`src/rtl/wash_sequencer.sv`:
```
// rtl/wash_sequencer.sv - timed wash/rinse/spin program sequencer with pause and buzzer
module wash_sequencer #(
  parameter int TICK_DIV = 50_000_000,
  parameter int CNT_W    = 8,
  parameter int T_FILL   = 10,
  parameter int T_DRAIN  = 6,
  parameter int T_WASH   = 30,
  parameter int T_RINSE  = 15,
  parameter int T_SPIN   = 12,
  parameter int N_RINSE  = 2,
  parameter int T_BUZZ   = 3
) (
  input  logic             clk_N,
  input  logic             rst,
  input  logic             start_pause,
  input  logic             mode_next,
  input  logic             weight_next,
  output logic             running,
  output logic             paused,
  output logic             light_xi,
  output logic             light_piao,
  output logic             light_tuo,
  output logic             valve_in,
  output logic             valve_out,
  output logic             motor,
  output logic             buzzer,
  output logic [2:0]       status_mode,
  output logic [1:0]       status_weight,
  output logic [3:0]       phase,
  output logic [CNT_W-1:0] rem_sec,
  output logic [2:0]       rinse_left
);

  localparam int PW = (TICK_DIV > 1) ? $clog2(TICK_DIV) : 1;
  localparam logic [PW-1:0] PRESC_MAX = PW'(TICK_DIV - 1);

  typedef enum logic [3:0] {
    IDLE    = 4'd0,
    FILL_W  = 4'd1,
    WASH    = 4'd2,
    DRAIN_R = 4'd3,
    SPIN_R  = 4'd4,
    FILL_R  = 4'd5,
    RINSE   = 4'd6,
    DRAIN_S = 4'd7,
    SPIN    = 4'd8,
    DONE    = 4'd9
  } state_t;

  state_t           state_q, state_d;
  logic [2:0]       mode_q, mode_d;
  logic [1:0]       weight_q, weight_d;
  logic [CNT_W-1:0] rem_q, rem_d;
  logic [PW-1:0]    presc_q, presc_d;
  logic [2:0]       rinse_q, rinse_d;
  logic             paused_q, paused_d;
  logic             xi_q, xi_d, piao_q, piao_d, tuo_q, tuo_d;
  logic             running_q, running_d;
  logic             vin_q, vin_d, vout_q, vout_d, motor_q, motor_d, buzz_q, buzz_d;
  logic             entering;

  function automatic logic has_wash(logic [2:0] m);
    return m <= 3'd2;
  endfunction

  function automatic logic has_rinse(logic [2:0] m);
    return (m == 3'd0) || (m == 3'd1) || (m == 3'd3) || (m == 3'd4);
  endfunction

  function automatic logic has_spin(logic [2:0] m);
    return (m == 3'd0) || (m == 3'd3) || (m == 3'd5);
  endfunction

  function automatic logic [CNT_W-1:0] phase_dur(state_t s, logic [1:0] w);
    logic [CNT_W-1:0] scale;
    scale = CNT_W'(w) + CNT_W'(1);
    case (s)
      FILL_W, FILL_R:   phase_dur = CNT_W'(T_FILL) * scale;
      DRAIN_R, DRAIN_S: phase_dur = CNT_W'(T_DRAIN) * scale;
      WASH:             phase_dur = CNT_W'(T_WASH);
      RINSE:            phase_dur = CNT_W'(T_RINSE);
      SPIN_R, SPIN:     phase_dur = CNT_W'(T_SPIN);
      DONE:             phase_dur = CNT_W'(T_BUZZ);
      default:          phase_dur = '0;
    endcase
  endfunction

  function automatic state_t first_phase(logic [2:0] m);
    if (has_wash(m)) return FILL_W;
    if (has_rinse(m)) return DRAIN_R;
    return DRAIN_S;
  endfunction

  // rinse_left already counts the pass in progress, so zero at RINSE exit means the loop is over
  function automatic state_t next_phase(state_t s, logic [2:0] m, logic [2:0] r);
    case (s)
      FILL_W:  next_phase = WASH;
      WASH:    next_phase = has_rinse(m) ? DRAIN_R : (has_spin(m) ? DRAIN_S : DONE);
      DRAIN_R: next_phase = SPIN_R;
      SPIN_R:  next_phase = FILL_R;
      FILL_R:  next_phase = RINSE;
      RINSE:   next_phase = (r != 3'd0) ? DRAIN_R : (has_spin(m) ? DRAIN_S : DONE);
      DRAIN_S: next_phase = SPIN;
      SPIN:    next_phase = DONE;
      default: next_phase = IDLE;
    endcase
  endfunction

  // Next-state and next-output computation; the tick is resolved before the pause toggle
  always_comb begin
    state_d  = state_q;
    mode_d   = mode_q;
    weight_d = weight_q;
    rem_d    = rem_q;
    presc_d  = presc_q;
    rinse_d  = rinse_q;
    paused_d = paused_q;
    xi_d     = xi_q;
    piao_d   = piao_q;
    tuo_d    = tuo_q;
    entering = 1'b0;
    if (state_q == IDLE) begin
      if (start_pause) begin
        state_d  = first_phase(mode_q);
        rinse_d  = 3'(N_RINSE);
        xi_d     = has_wash(mode_q);
        piao_d   = has_rinse(mode_q);
        tuo_d    = has_spin(mode_q);
        entering = 1'b1;
      end else begin
        if (mode_next) mode_d = (mode_q == 3'd5) ? 3'd0 : mode_q + 3'd1;
        if (weight_next) weight_d = weight_q + 2'd1;
      end
    end else begin
      if (!paused_q) begin
        if (presc_q == PRESC_MAX) begin
          presc_d = '0;
          rem_d   = rem_q - CNT_W'(1);
          if (rem_q == CNT_W'(1)) begin
            state_d  = next_phase(state_q, mode_q, rinse_q);
            entering = 1'b1;
            if (state_q == WASH) xi_d = 1'b0;
            if ((state_q == RINSE) && (rinse_q == 3'd0)) piao_d = 1'b0;
            if (state_q == SPIN) tuo_d = 1'b0;
          end
        end else begin
          presc_d = presc_q + PW'(1);
        end
      end
      if (start_pause && (state_q != DONE)) paused_d = !paused_q;
    end
    if (entering) begin
      presc_d = '0;
      rem_d   = phase_dur(state_d, weight_q);
      if (state_d == DRAIN_R) rinse_d = rinse_d - 3'd1;
    end
    // A pause cannot survive into DONE, where start_pause no longer toggles it
    if ((state_d == IDLE) || (state_d == DONE)) paused_d = 1'b0;
    if (state_d == IDLE) begin
      xi_d    = 1'b0;
      piao_d  = 1'b0;
      tuo_d   = 1'b0;
      rem_d   = '0;
      presc_d = '0;
    end
    running_d = (state_d != IDLE) && !paused_d;
    vin_d     = !paused_d && ((state_d == FILL_W) || (state_d == FILL_R));
    vout_d    = !paused_d && ((state_d == DRAIN_R) || (state_d == SPIN_R) ||
                              (state_d == DRAIN_S) || (state_d == SPIN));
    motor_d   = !paused_d && ((state_d == WASH) || (state_d == SPIN_R) ||
                              (state_d == RINSE) || (state_d == SPIN));
    buzz_d    = (state_d == DONE);
  end

  // State, timers and registered outputs
  always_ff @(posedge clk_N or negedge rst) begin
    if (!rst) begin
      state_q   <= IDLE;
      mode_q    <= 3'd0;
      weight_q  <= 2'd0;
      rem_q     <= '0;
      presc_q   <= '0;
      rinse_q   <= 3'd0;
      paused_q  <= 1'b0;
      xi_q      <= 1'b0;
      piao_q    <= 1'b0;
      tuo_q     <= 1'b0;
      running_q <= 1'b0;
      vin_q     <= 1'b0;
      vout_q    <= 1'b0;
      motor_q   <= 1'b0;
      buzz_q    <= 1'b0;
    end else begin
      state_q   <= state_d;
      mode_q    <= mode_d;
      weight_q  <= weight_d;
      rem_q     <= rem_d;
      presc_q   <= presc_d;
      rinse_q   <= rinse_d;
      paused_q  <= paused_d;
      xi_q      <= xi_d;
      piao_q    <= piao_d;
      tuo_q     <= tuo_d;
      running_q <= running_d;
      vin_q     <= vin_d;
      vout_q    <= vout_d;
      motor_q   <= motor_d;
      buzz_q    <= buzz_d;
    end
  end

  assign running       = running_q;
  assign paused        = paused_q;
  assign light_xi      = xi_q;
  assign light_piao    = piao_q;
  assign light_tuo     = tuo_q;
  assign valve_in      = vin_q;
  assign valve_out     = vout_q;
  assign motor         = motor_q;
  assign buzzer        = buzz_q;
  assign status_mode   = mode_q;
  assign status_weight = weight_q;
  assign phase         = state_q;
  assign rem_sec       = rem_q;
  assign rinse_left    = rinse_q;

endmodule

```
`config.mk`:
```
export PLATFORM = sky130hd
export DESIGN_NAME = wash_sequencer
export DESIGN_NICKNAME = d
export VERILOG_FILES = /design/src/rtl/wash_sequencer.sv
export SDC_FILE = /design/constraint.sdc
export NUM_CORES = 1
export LEC_CHECK = 0
export CAP_MARGIN = 20
export CORE_UTILIZATION = 57
export CTS_BUF_LIST = sky130_fd_sc_hd__clkbuf_16
export CTS_CLUSTER_DIAMETER = 150
export DETAILED_ROUTE_END_ITERATION = 12
export GPL_ROUTABILITY_DRIVEN = 0
export PLACE_DENSITY = 0.8
export SYNTH_ARGS = -nofsm -noshare
export SYNTH_HDL_FRONTEND = slang
export SYNTH_SLANG_ARGS = --single-unit
```
`constraint.sdc`:
```
create_clock -name clk_N -period 3.1 [get_ports clk_N]
set_input_delay 0.62 -clock clk_N [delete_from_list [all_inputs] [get_ports clk_N]]
set_output_delay 0.62 -clock clk_N [all_outputs]
set_load 0.05 [all_outputs]
```
==> impl_metrics.tcl <==
set metrics [dict create \
    status "finished, final reports clean" \
    antenna_cells 0 \
    grt_pass1_vias 2782 \
    grt_usage_pct 28.33 \
    fp-row-count 27 \
    synth-seq-cells 55 \
    drc 0 \
    regToRegStartpoint "presc_q[7]" \
    antenna_found_initial 0 \
    hold_buffers 0 \
    yosys_warnings 0 \
    tns_ns 0 \
    dp_hpwl_microns 5917 \
    clock.fmax_mhz 337.1 \
    yosysSeqAreaShare_pct 40.59 \
    path_clk_slew_ns 0.07 \
    start_util_pct 60.46 \
    cts_root_buffer "clkbuf_16" \
    boundaryPins 34 \
    cp-end-kind "register" \
    dr.pass1.iters 5 \
    crit_type "register to register" \
    drt-wirelength-per-cell_microns 16.95 \
    vias_per_cell 6.173 \
    die_x_microns 79.13 \
    via_count 3000 \
    post_cts_buffers 0 \
    cap_violations 0 \
    drt-total-wl_microns 8237 \
    crit_chain "nor4bb_1 > nand4_1 > o41ai_1 > nor2_4 > inv_1 > nor3_1 > a2111oi_0 > o22ai_1" \
    cts_buffer_depth 2 \
    cts_buffers 5 \
    finClkSkew_ns 0.003139 \
    coreArea_sq_um 5608 \
    p_leak_nw 1.770 \
    critPathMaxStageDelay_ns 0.63 \
    cts_resized 0 \
    insertion_delay_ns 0.29 \
    critical_path.startpoint "presc_q[7]" \
    grt_max_degree 22 \
    timing.final.hold_violations 0 \
    die_area_sq_um 6261 \
    critPathTopFamily "compound AO/OA/AOI/OAI gates" \
    postRouteAntennaNets 0 \
    synth_edf_count 0 \
    htreeDepth 2 \
    setup_viol 0 \
    drive_gt1_share_pct 12.32 \
    numClockSinks 55 \
    cp_data_required_time_ns 3.26 \
    max-slew-margin-rel_pct 54.79 \
    path_max_fanout 7 \
    gr-total-overflow 0 \
    ys.flop_type "dfrtp_1" \
    p_per_area_nw_per_um2 473.3 \
    syn_area_sq_um 3391 \
    synth_cell_types 68 \
    peakVddDrop_uv 390.6 \
    avgSynthCellArea_sq_um 9.189 \
    hold_class "input pin to asynchronous set/reset pin" \
    syn_inst 369 \
    area_delta_synth_final_pct 20.37 \
    numPortBuffers 33 \
    tritoncts "yes" \
    synthesis.nets 385 \
    worst_pin_slew_ns 0.6782 \
    start_kind "register" \
    slew_violations 0 \
    n_fill_cell 446 \
    period_needed_ns 2.966 \
    fin_total_pwr_mw 1.932 \
    die_height_microns 79.13 \
    async_flop_share_pct 100.0 \
    rsz0062_at_grt "no" \
    fin_nets 429 \
    grt_pass1_wl_microns 13700 \
    drt_iter0_markers 247 \
    arrival_ns 3.12 \
    critPathSlowestCell "o41ai_1" \
    path_buf_inv 1 \
    min_period_over_period_pct 95.68 \
]
-- flip-flops by register name (all words and copies together) (netlist names) --
name,cells
presc_q,26
status_weight,2
running,1
phase,4
valve_out,1
motor,1
buzzer,1
status_mode,3
light_piao,1
light_xi,1
paused,1
rinse_left,3
valve_in,1
light_tuo,1
rem_sec,8
-- worst reg2reg max path, cell delays in order (launching register included) --
cell and delay, ns:
dfrtp_1 0.44, nor4bb_1 0.44, nand4_1 0.30, o41ai_1 0.63
nor2_4 0.13, inv_1 0.16, nor3_1 0.08, a2111oi_0 0.50
o22ai_1 0.15
-- Yosys cell counts, drive strengths merged (9+ instances only) --
library cell  number  area (sq um)
xnor2              9         78.83
a21oi             14         70.07
inv               13         51.31
xor2              19         166.4
nand2             38         142.6
dfrtp             55          1376
nor3              10         55.05
nor2              41         166.4
ha                11         137.6
o21ai             17         85.08
nand3             19         95.09
-- metrics by stage --
stage               instance area (sq um)  hold WS [ns]  setup slack, ns  utilization (%)  std cells
CTS                                  4075        0.2619          0.06519            72.67        486
finish                               4081        0.2395           0.1339            72.78        486
global route                         4081        0.2779          0.03097            72.78        486
detailed placement                   3879        0.5295          0.08546            69.17        478
floorplan                            3391        0.3244          0.03972                -        369
global placement                     3879        0.5127           0.1617            69.17        478
-- routing by layer --
metal  vias up  track usage [%]  wire length, microns
met5         -                0                     0
met4         0            10.00                   164
met3        15            4.483                   514
met2       118            44.14                  3741
met1      1445            39.96                  3816
li1       1422                -                     -
-- power breakdown --
group,switching [mW],leakage [nW],total [mW],internal (mW)
combinational,0.223,0.961,0.352,0.128
clock,0.274,0.0959,0.743,0.469
sequential,0.0592,0.714,0.837,0.778
-- cell type report --
class	count	area (sq um)	share of cell area, %
repair buffers	52	467.9	11.47
clock buffers	5	125.1	3.066
multi-input cells	286	1899	46.54
flip-flops and latches	55	1376	33.72
clock inverters	3	71.32	1.747
inverters	13	51.30	1.257
well taps	72	90.09	2.207
-- cell usage in the layout (no fill, tap or decap), types with 5 or more instances in the layout --
cell              n
o21ai_1           5
a21oi_1          14
o31ai_1           5
nor3_1            9
nand2_1          38
ha_1             11
clkdlybuf4s50_1  32
dfrtp_1          55
nor2_1           38
xnor2_1           9
nand4_1           8
buf_4            19
nand3_1          19
a311oi_1          5
o21ai_0          11
or3_1             6
xor2_1           19
mux2i_1           5
inv_1            10
and3_1            8
clkbuf_16         5
-- cell families after synthesis --
kind of cell / after synthesis / synth area share (%)
AO/OA/AOI/OAI: 73 / 14.95
adder cells (fa/ha/maj): 11 / 4.059
multiplexers: 9 / 2.804
XOR/XNOR: 28 / 7.233
buffers and inverters: 28 / 3.690
flip-flops: 55 / 40.59
AND/OR/NAND/NOR: 165 / 26.68
-- worst paths after layout --
check,end,slack (ns),cells past startpoint
max,rem_sec[1],0.13,8
min,presc_q[14],0.24,1
max reg2reg,rem_sec[1],0.13,8
min reg2reg,presc_q[5],0.54,1
max in group asynchronous,valve_out,2.24,2
min in group clk_N,presc_q[5],0.54,1
Power figures use the tool's default switching activity.
